**src/rtl/key_loader_pkg.sv**
```systemverilog
// Shared types and constants for the serial key loader.
package key_loader_pkg;

    localparam int unsigned CHECK_W = 8;

    typedef enum logic [1:0] {
        IDLE    = 2'd0,
        SHIFT   = 2'd1,
        CHECK   = 2'd2,
        LOCKOUT = 2'd3
    } kl_state_t;

    // Total serial frame length: key bits followed by the check byte.
    function automatic int unsigned frame_len(input int unsigned key_w);
        return key_w + CHECK_W;
    endfunction

endpackage

```
**src/rtl/key_loader_if.sv**
```systemverilog
// Serial load handshake and parallel key bus between the provisioner and the locked netlist.
interface key_loader_if #(
    parameter int unsigned KEY_W    = 32,
    parameter int unsigned MAX_FAIL = 3
);
    localparam int unsigned FAIL_W = $clog2(MAX_FAIL + 1);

    logic              load_start;
    logic              sd_valid;
    logic              sd_bit;
    logic              sd_ready;
    logic [KEY_W-1:0]  key_out;
    logic              key_valid;
    logic              load_err;
    logic              locked_out;
    logic [FAIL_W-1:0] fail_cnt;

    modport master (
        output load_start, sd_valid, sd_bit,
        input  sd_ready, key_out, key_valid, load_err, locked_out, fail_cnt
    );

    modport slave (
        input  load_start, sd_valid, sd_bit,
        output sd_ready, key_out, key_valid, load_err, locked_out, fail_cnt
    );

endinterface

```
**src/rtl/key_xor_fold.sv**
```systemverilog
// Combinational XOR of all key bytes into one check byte.
module key_xor_fold
    import key_loader_pkg::*;
#(
    parameter int unsigned KEY_W = 32
) (
    input  logic [KEY_W-1:0]   key,
    output logic [CHECK_W-1:0] fold_c
);

    always_comb begin
        fold_c = '0;
        for (int i = 0; i < int'(KEY_W / CHECK_W); i++) begin
            fold_c = fold_c ^ key[i*CHECK_W +: CHECK_W];
        end
    end

endmodule

```
**src/rtl/key_loader.sv**
```systemverilog
// Receives a serial key frame, verifies its check byte and presents the key on a parallel bus;
// repeated failures latch a lockout that only reset clears.
module key_loader
    import key_loader_pkg::*;
#(
    parameter int unsigned      KEY_W     = 32,
    parameter int unsigned      MAX_FAIL  = 3,
    parameter logic [KEY_W-1:0] DECOY_KEY = '0
) (
    input  logic           clk,
    input  logic           rst_n,
    key_loader_if.slave    bus
);

    localparam int unsigned FRAME_W = frame_len(KEY_W);
    localparam int unsigned CNT_W   = $clog2(FRAME_W + 1);
    localparam int unsigned FAIL_W  = $clog2(MAX_FAIL + 1);

    kl_state_t          state_q, state_d;
    logic [CNT_W-1:0]   cnt_q, cnt_d;
    logic [FRAME_W-1:0] shadow_q, shadow_d;
    logic [KEY_W-1:0]   key_q, key_d;
    logic               valid_q, valid_d;
    logic               err_q, err_d;
    logic               lock_q, lock_d;
    logic [FAIL_W-1:0]  fail_q, fail_d;

    logic [CHECK_W-1:0] fold_c;
    logic               match_c;
    logic               accept_c;
    logic               last_bit_c;
    logic [FAIL_W-1:0]  fail_inc_c;
    logic               hit_max_c;

    key_xor_fold #(.KEY_W(KEY_W)) u_fold (
        .key    (shadow_q[KEY_W-1:0]),
        .fold_c (fold_c)
    );

    // Shadow shifts right, so frame bit 0 ends up in shadow_q[0].
    assign match_c    = (fold_c == shadow_q[FRAME_W-1:KEY_W]);
    assign accept_c   = bus.sd_valid && (state_q == SHIFT);
    assign last_bit_c = (cnt_q == CNT_W'(FRAME_W - 1));
    assign fail_inc_c = fail_q + FAIL_W'(1);
    assign hit_max_c  = (fail_inc_c == FAIL_W'(MAX_FAIL));

    // State register.
    always_ff @(posedge clk or negedge rst_n) begin
        if (!rst_n) state_q <= IDLE;
        else        state_q <= state_d;
    end

    // Next-state logic.
    always_comb begin
        state_d = state_q;
        unique case (state_q)
            IDLE:    if (bus.load_start) state_d = SHIFT;
            SHIFT:   if (!bus.load_start && accept_c && last_bit_c) state_d = CHECK;
            CHECK:   state_d = (!match_c && hit_max_c) ? LOCKOUT : IDLE;
            LOCKOUT: state_d = LOCKOUT;
            default: state_d = IDLE;
        endcase
    end

    // Datapath and output next values.
    always_comb begin
        cnt_d    = cnt_q;
        shadow_d = shadow_q;
        key_d    = key_q;
        valid_d  = valid_q;
        err_d    = 1'b0;
        lock_d   = lock_q;
        fail_d   = fail_q;
        unique case (state_q)
            IDLE: begin
                if (bus.load_start) begin
                    cnt_d    = '0;
                    shadow_d = '0;
                end
            end
            SHIFT: begin
                if (bus.load_start) begin
                    cnt_d    = '0;
                    shadow_d = '0;
                end else if (accept_c) begin
                    shadow_d = {bus.sd_bit, shadow_q[FRAME_W-1:1]};
                    cnt_d    = cnt_q + CNT_W'(1);
                end
            end
            CHECK: begin
                if (match_c) begin
                    key_d   = shadow_q[KEY_W-1:0];
                    valid_d = 1'b1;
                    fail_d  = '0;
                end else begin
                    err_d   = 1'b1;
                    key_d   = DECOY_KEY;
                    valid_d = 1'b0;
                    fail_d  = fail_inc_c;
                    if (hit_max_c) lock_d = 1'b1;
                end
            end
            LOCKOUT: begin
                lock_d  = 1'b1;
                key_d   = DECOY_KEY;
                valid_d = 1'b0;
            end
            default: ;
        endcase
    end

    always_ff @(posedge clk or negedge rst_n) begin
        if (!rst_n) begin
            cnt_q    <= '0;
            shadow_q <= '0;
            key_q    <= DECOY_KEY;
            valid_q  <= 1'b0;
            err_q    <= 1'b0;
            lock_q   <= 1'b0;
            fail_q   <= '0;
        end else begin
            cnt_q    <= cnt_d;
            shadow_q <= shadow_d;
            key_q    <= key_d;
            valid_q  <= valid_d;
            err_q    <= err_d;
            lock_q   <= lock_d;
            fail_q   <= fail_d;
        end
    end

    assign bus.sd_ready   = (state_q == SHIFT);
    assign bus.key_out    = key_q;
    assign bus.key_valid  = valid_q;
    assign bus.load_err   = err_q;
    assign bus.locked_out = lock_q;
    assign bus.fail_cnt   = fail_q;

endmodule

```
**src/flat_wrapper.sv**
```systemverilog
// flat-port wrapper written by rule: the top's interface ports become plain ports
module key_loader_flat import key_loader_pkg::*;
#(
    parameter int unsigned      KEY_W     = 32,
    parameter int unsigned      MAX_FAIL  = 3,
    parameter logic [KEY_W-1:0] DECOY_KEY = '0
)
  (clk, rst_n, bus_load_start, bus_sd_valid, bus_sd_bit, bus_sd_ready, bus_key_out, bus_key_valid, bus_load_err, bus_locked_out, bus_fail_cnt);
  key_loader_if #(.KEY_W(KEY_W), .MAX_FAIL(MAX_FAIL)) bus_i ();
  input  logic clk;
  input  logic rst_n;
  input wire logic [$bits(bus_i.load_start)-1:0] bus_load_start;
  input wire logic [$bits(bus_i.sd_valid)-1:0] bus_sd_valid;
  input wire logic [$bits(bus_i.sd_bit)-1:0] bus_sd_bit;
  output wire logic [$bits(bus_i.sd_ready)-1:0] bus_sd_ready;
  output wire logic [$bits(bus_i.key_out)-1:0] bus_key_out;
  output wire logic [$bits(bus_i.key_valid)-1:0] bus_key_valid;
  output wire logic [$bits(bus_i.load_err)-1:0] bus_load_err;
  output wire logic [$bits(bus_i.locked_out)-1:0] bus_locked_out;
  output wire logic [$bits(bus_i.fail_cnt)-1:0] bus_fail_cnt;
  assign bus_i.load_start = bus_load_start;
  assign bus_i.sd_valid = bus_sd_valid;
  assign bus_i.sd_bit = bus_sd_bit;
  assign bus_sd_ready = bus_i.sd_ready;
  assign bus_key_out = bus_i.key_out;
  assign bus_key_valid = bus_i.key_valid;
  assign bus_load_err = bus_i.load_err;
  assign bus_locked_out = bus_i.locked_out;
  assign bus_fail_cnt = bus_i.fail_cnt;
  key_loader #(.KEY_W(KEY_W), .MAX_FAIL(MAX_FAIL), .DECOY_KEY(DECOY_KEY)) u_core (.clk(clk), .rst_n(rst_n), .bus(bus_i));
endmodule
```
**config.mk**
```make
export PLATFORM = sky130hd
export DESIGN_NAME = key_loader_flat
export DESIGN_NICKNAME = d
export VERILOG_FILES = /design/src/rtl/key_loader_pkg.sv /design/src/rtl/key_loader_if.sv /design/src/rtl/key_xor_fold.sv /design/src/rtl/key_loader.sv /design/src/flat_wrapper.sv
export SDC_FILE = /design/constraint.sdc
export NUM_CORES = 1
export LEC_CHECK = 0
export CAP_MARGIN = 30
export CELL_PAD_IN_SITES_DETAIL_PLACEMENT = 0
export CELL_PAD_IN_SITES_GLOBAL_PLACEMENT = 1
export CORE_ASPECT_RATIO = 0.7
export CORE_MARGIN = 2
export CORE_UTILIZATION = 48
export DETAILED_ROUTE_END_ITERATION = 8
export PLACE_DENSITY_LB_ADDON = 0.1
export SETUP_SLACK_MARGIN = 0.5
export SLEW_MARGIN = 20
export SYNTH_ARGS = -nofsm -noshare
export SYNTH_HDL_FRONTEND = slang
export SYNTH_SLANG_ARGS = --single-unit
```
**constraint.sdc**
```tcl
create_clock -name clk -period 3.43 [get_ports clk]
set_input_delay 0.686 -clock clk [delete_from_list [all_inputs] [get_ports clk]]
set_output_delay 0.686 -clock clk [all_outputs]
set_load 0.1 [all_outputs]
```
---- Word-level counts from Yosys, hierarchy flattened ----
Cells that the tools add are included.
operators by class
  add/sub/neg operators ................... 2
  multipliers ............................. 0
  divide/modulo/power cells ............... 0
  magnitude comparators ................... 0
  equal/unequal tests ..................... 11
  shift-type cells ........................ 0
  mux-type cells .......................... 22
  bitwise logic cells ..................... 3
  reductions and logical operators ........ 12
operators by type and width
  operator                                                               count
  40-bit 2-to-1 mux                                                      3
  40-bit one-hot mux with 2 select lines                                 1
  32-bit one-hot mux with 2 select lines                                 1
  32-bit 2-to-1 mux                                                      1
  8-bit bitwise XOR                                                      3
  6-bit 2-to-1 mux                                                       3
  6-bit one-hot mux with 2 select lines                                  1
  8-bit equality test                                                    1
  2-bit 2-to-1 mux                                                       4
  2-bit one-hot mux with 4 select lines                                  1
  6-bit by 1-bit adder with 6-bit output, second input constant          1
  2-bit equality test, second input constant                             3
  6-bit equality test, second input constant                             1
  3-bit AND reduction                                                    2
  1-bit 2-to-1 mux                                                       5
  1-bit logical AND                                                      4
  2-bit by 1-bit != test with 1-bit output, second input constant        2
  2-bit != test, second input constant                                   2
  1-bit one-hot mux with 2 select lines                                  2
  2-bit nonzero test                                                     2
  3-bit by 2-bit != test with 1-bit output, second input constant        1
  2-bit by 1-bit adder with 2-bit output, second input constant          1
  2-bit by 1-bit equality test with 1-bit output, second input constant  1
  1-bit zero test                                                        2
  2 further kinds                                                        2
word-level totals
  register bits ........................... 85
  bits in latches ......................... 0
  bits in writable memories ............... 0
  ROM bits ................................ 0
  bits of input ports ..................... 5
  output and inout bits ................... 38
  logic and storage cells ................. 58
  memories ................................ 0

---- Logic depth before layout (Yosys ltp) ----
  depth after elaboration ................. 8
  depth in mapped cells ................... 7
  depth with buffers taken out ............ 5

---- By module ----
Synthesis repeated with hierarchy kept, for this count alone.
unflattened totals
  cells, all modules ...................... 255
  area, all modules ....................... 3539.6 um2
modules (own cells, without submodules)
  module        instances  cells each  area each (um2)  sequential area each (um2)
  key_loader    1          231         3329.4           2127.0
  key_xor_fold  1          24          210.2            0.0

---- Worst setup path before layout ----
OpenSTA, ideal clock, no wires.
  kind .................................... reg-to-output
  from .................................... register u_core.state_q[1]
  to ...................................... output port bus_sd_ready
  arrival time ............................ 1.315 ns
  data required time ...................... 2.744 ns
  path slack .............................. 1.429 ns
  cell stages (with the launch flop) ...... 5
  buffers on the path ..................... 1
  path through ............................ dfrtp_1 -> buf_2 -> clkinv_1 -> nand2_1 -> inv_1
on the way
  cells in the longest elaborated chain, start to end .. 1
ends and longest elaborated chain
  what                                            line                RTL
  from (decl)                                     key_loader.sv:19    kl_state_t state_q, state_d;
  from (signal assigned)                          key_loader.sv:50    else state_q <= state_d;
  2-bit by 1-bit equality test with 1-bit output  key_loader.sv:132   assign bus.sd_ready = (state_q == SHIFT);
  to (decl)                                       flat_wrapper.sv:15  output wire logic [$bits(bus_i.sd_ready)-1:0] bus_sd_ready;
No other way between the ends.

---- Worst setup path in the final report ----
  from .................................... register u_core.fail_q[1] (netlist: u_core.bus.fail_cnt[1])
  to ...................................... output port bus_fail_cnt[1]
RTL lines
  what                    line                RTL
  from (decl)             key_loader.sv:26    logic [FAIL_W-1:0] fail_q, fail_d;
  from (signal assigned)  key_loader.sv:128   fail_q <= fail_d;
  to (decl)               flat_wrapper.sv:20  output wire logic [$bits(bus_i.fail_cnt)-1:0] bus_fail_cnt;
No word-level cell between the ends.

==> impl_metrics.ini <==
[status]
outcome = finished clean

[setup_path]
crit_path_max_fanout = 3
worstPathRequired_ps = 2740
cpPeakStageDelay_ps = 1150
path_cells = clkdlybuf4s50_1
slowest_stage = clkdlybuf4s50_1
cp-end-kind = output pin
crit_arrival_ps = 1890
worstSetupPathType = flip-flop to output pin
critPathBufInv = 1
cp_top_family = buffers and inverters
startpoint_type = flip-flop

[layout]
mostFrequentLayoutCells = 85 x dfrtp_1, 63 x nand2_1, 33 x nand3_1
post-route-util_pct = 59.0
syn_to_final_growth_pct = 18.5
diodes = 0
drive_gt1_share_pct = 12.0
final_common_cell = dfrtp_1
finalNetCount = 361

[routing]
post-route-drc-count = 0
drt_wl_total_mm = 7.58
first_iter_violations = 102
dr.pass1.iters = 4
viasPerCell = 5.61
ant_nets = 0
avgRoutedWirePerCell_um = 16.6
via_count = 2565

[yosys]
netlist_instances = 317
synth_seq_cells = 85
synth_top_area_cell = dfrtp_1
syn-cell-area_um2 = 3640
netlist_top_cells_area = dfrtp_1 58%, a32o_1 8.8%, nand2_1 6.5%
syn-num-nets = 324
ys_seq_area_share_pct = 58.4
synth_top_area_share_pct = 58.4
syn_area_per_cell_um2 = 11.5
synth_warnings = 0
synth_cell_type_count = 27

[power]
switchingPower_mw = 0.395
power.total_mw = 1.72
p_int_mw = 1.32
p_clk_share_pct = 39.2
sw_frac_of_total_pct = 23.0
peakVddDrop_uv = 216
pwr-share-seq_pct = 58.5
power.leakage_nw = 2.03
power_density_nw_per_um2 = 398
combPwrFrac_pct = 2.3

[floorplan]
io_pins = 43
core_um2 = 7320
rows = 26
start_util_pct = 49.8
die_x_um = 108
die-area_um2 = 8320
die_height_um = 76.9

[cts]
htreeDepth = 3
cts_hold_buf = 0
max-clock-path-buffers = 2
root_buffer = clkbuf_8
post_cts_buffers = 0
ctsResizeCount = 0
path_clk_slew_ps = 90
clkSinkCount = 85
clock_latency_ps = 350
cts_tree = done
numCtsBuffers = 9

[grt]
grt.overflow.total = 0
grt_max_degree = 51
met1_usage_pct = 30.5
grtUsageMet2_pct = 30.4
met3_usage_pct = 5.10
busiest_layer = met1
grt_pass1_vias = 2488
grt_pass1_wl_mm = 13.2
grt_usage_pct = 20.5
antenna_found_initial = 0

[sta]
maxSlewViolCount = 0
rsz0062_at_grt = false
min_period_ps = 2580
fin_crit_sh_pct = 75.2
max_slew_margin_pct = 34.0
clock_skew_ps = 9.70
worst_pin_slew_ps = 987
setup-tns-final_ps = 0
holdWs_ps = 282
hold_viol_final = 0
fmax_mhz = 388
post-route-worst-setup-slack_ps = 851
setup_viol = 0

[worst_hold_path]
hold_path.class = input pin to async pin

[place]
numPortBuffers = 42
hpwlAfterDp_mm = 4.97
place_congestion = 0.773
dp_slack_ps = 915

[run]
drv_cap = 0
Yosys cell counts:
master,count
nand2_1,63
nand4_1,2
nor2_1,10
dfrtp_1,85
a22o_1,14
nand2b_1,2
or2_2,1
a21oi_1,5
nor2b_1,1
o211ai_1,1
buf_2,2
xnor2_1,18
inv_1,3
ha_1,2
o21ai_0,6
xnor3_1,8
nand4b_1,1
buf_4,1
clkbuf_1,19
o31ai_1,1
a32o_1,32
nor3_1,2
nor4bb_1,1
buf_6,2
nand3_1,33
xor2_1,1
clkinv_1,1
path summary, 6_finish.rpt:
check	startpoint	end	slack (ps)	depth (start not counted)
hold reg to reg	u_core.bus.locked_out	u_core.bus.locked_out	490	2
setup reg to reg	u_core.shadow_q[25]	u_core.bus.key_out[20]	1520	6
min in group clk	u_core.bus.locked_out	u_core.bus.locked_out	490	2
hold / removal	rst_n	u_core.shadow_q[34]	280	1
setup / recovery	u_core.bus.fail_cnt[1]	bus_fail_cnt[1]	850	1
max in group asynchronous	rst_n	u_core.bus.key_out[7]	2550	2
stage by stage:
step | std cells | area [um2]
global route | 457 | 4320
detailed placement | 441 | 4130
global placement | 440 | 4100
finish | 457 | 4320
floorplan | 317 | 3640
CTS | 457 | 4320
power by group through the flow:
stage / clock network (mW) / logic (mW) / registers, mW
2_1_floorplan: 0 / 0.0110 / 1.02
3_3_place_gp: 0 / 0.0373 / 1.02
3_5_place_dp: 0 / 0.0417 / 1.02
4_1_cts: 0.693 / 0.0420 / 1.00
5_1_grt: 0.737 / 0.0460 / 1.01
6_report: 0.673 / 0.0401 / 1.00
logic make-up (layout without fill, tap and decap cells):
group | after synthesis | in the layout | synth area share [%]
fa+ha+maj | 2 | 2 | 0.687
xor+xnor | 27 | 27 | 9.51
compound gates | 59 | 59 | 14.1
buf+inv | 28 | 70 | 3.47
flops | 85 | 85 | 58.4
simple gates | 116 | 116 | 13.9
routing by layer:
layer / wire (um) / part of all wire (%)
met2: 3440 / 45
met5: 0 / 0
met1: 3860 / 51
met4: 61 / 0.80
met3: 214 / 2.8
state kept, by name (all words and copies together) (netlist names):
| name | cells |
|---|---|
| u_core.bus.load_err | 1 |
| u_core.bus.fail_cnt | 2 |
| u_core.bus.key_valid | 1 |
| u_core.shadow_q | 40 |
| u_core.state_q | 2 |
| u_core.bus.key_out | 32 |
| u_core.cnt_q | 6 |
| u_core.bus.locked_out | 1 |
layout make-up:
type                    count  area [um2]
clock inverters             5        41.3
repair buffers             50         463
fillers                   630        3000
inverters                   4        15.0
well taps                  98         123
clock buffers              11         151
multi-input cells         204        1400
flip-flops and latches     85        2130
No activity file was read; power rests on OpenSTA's default activity.
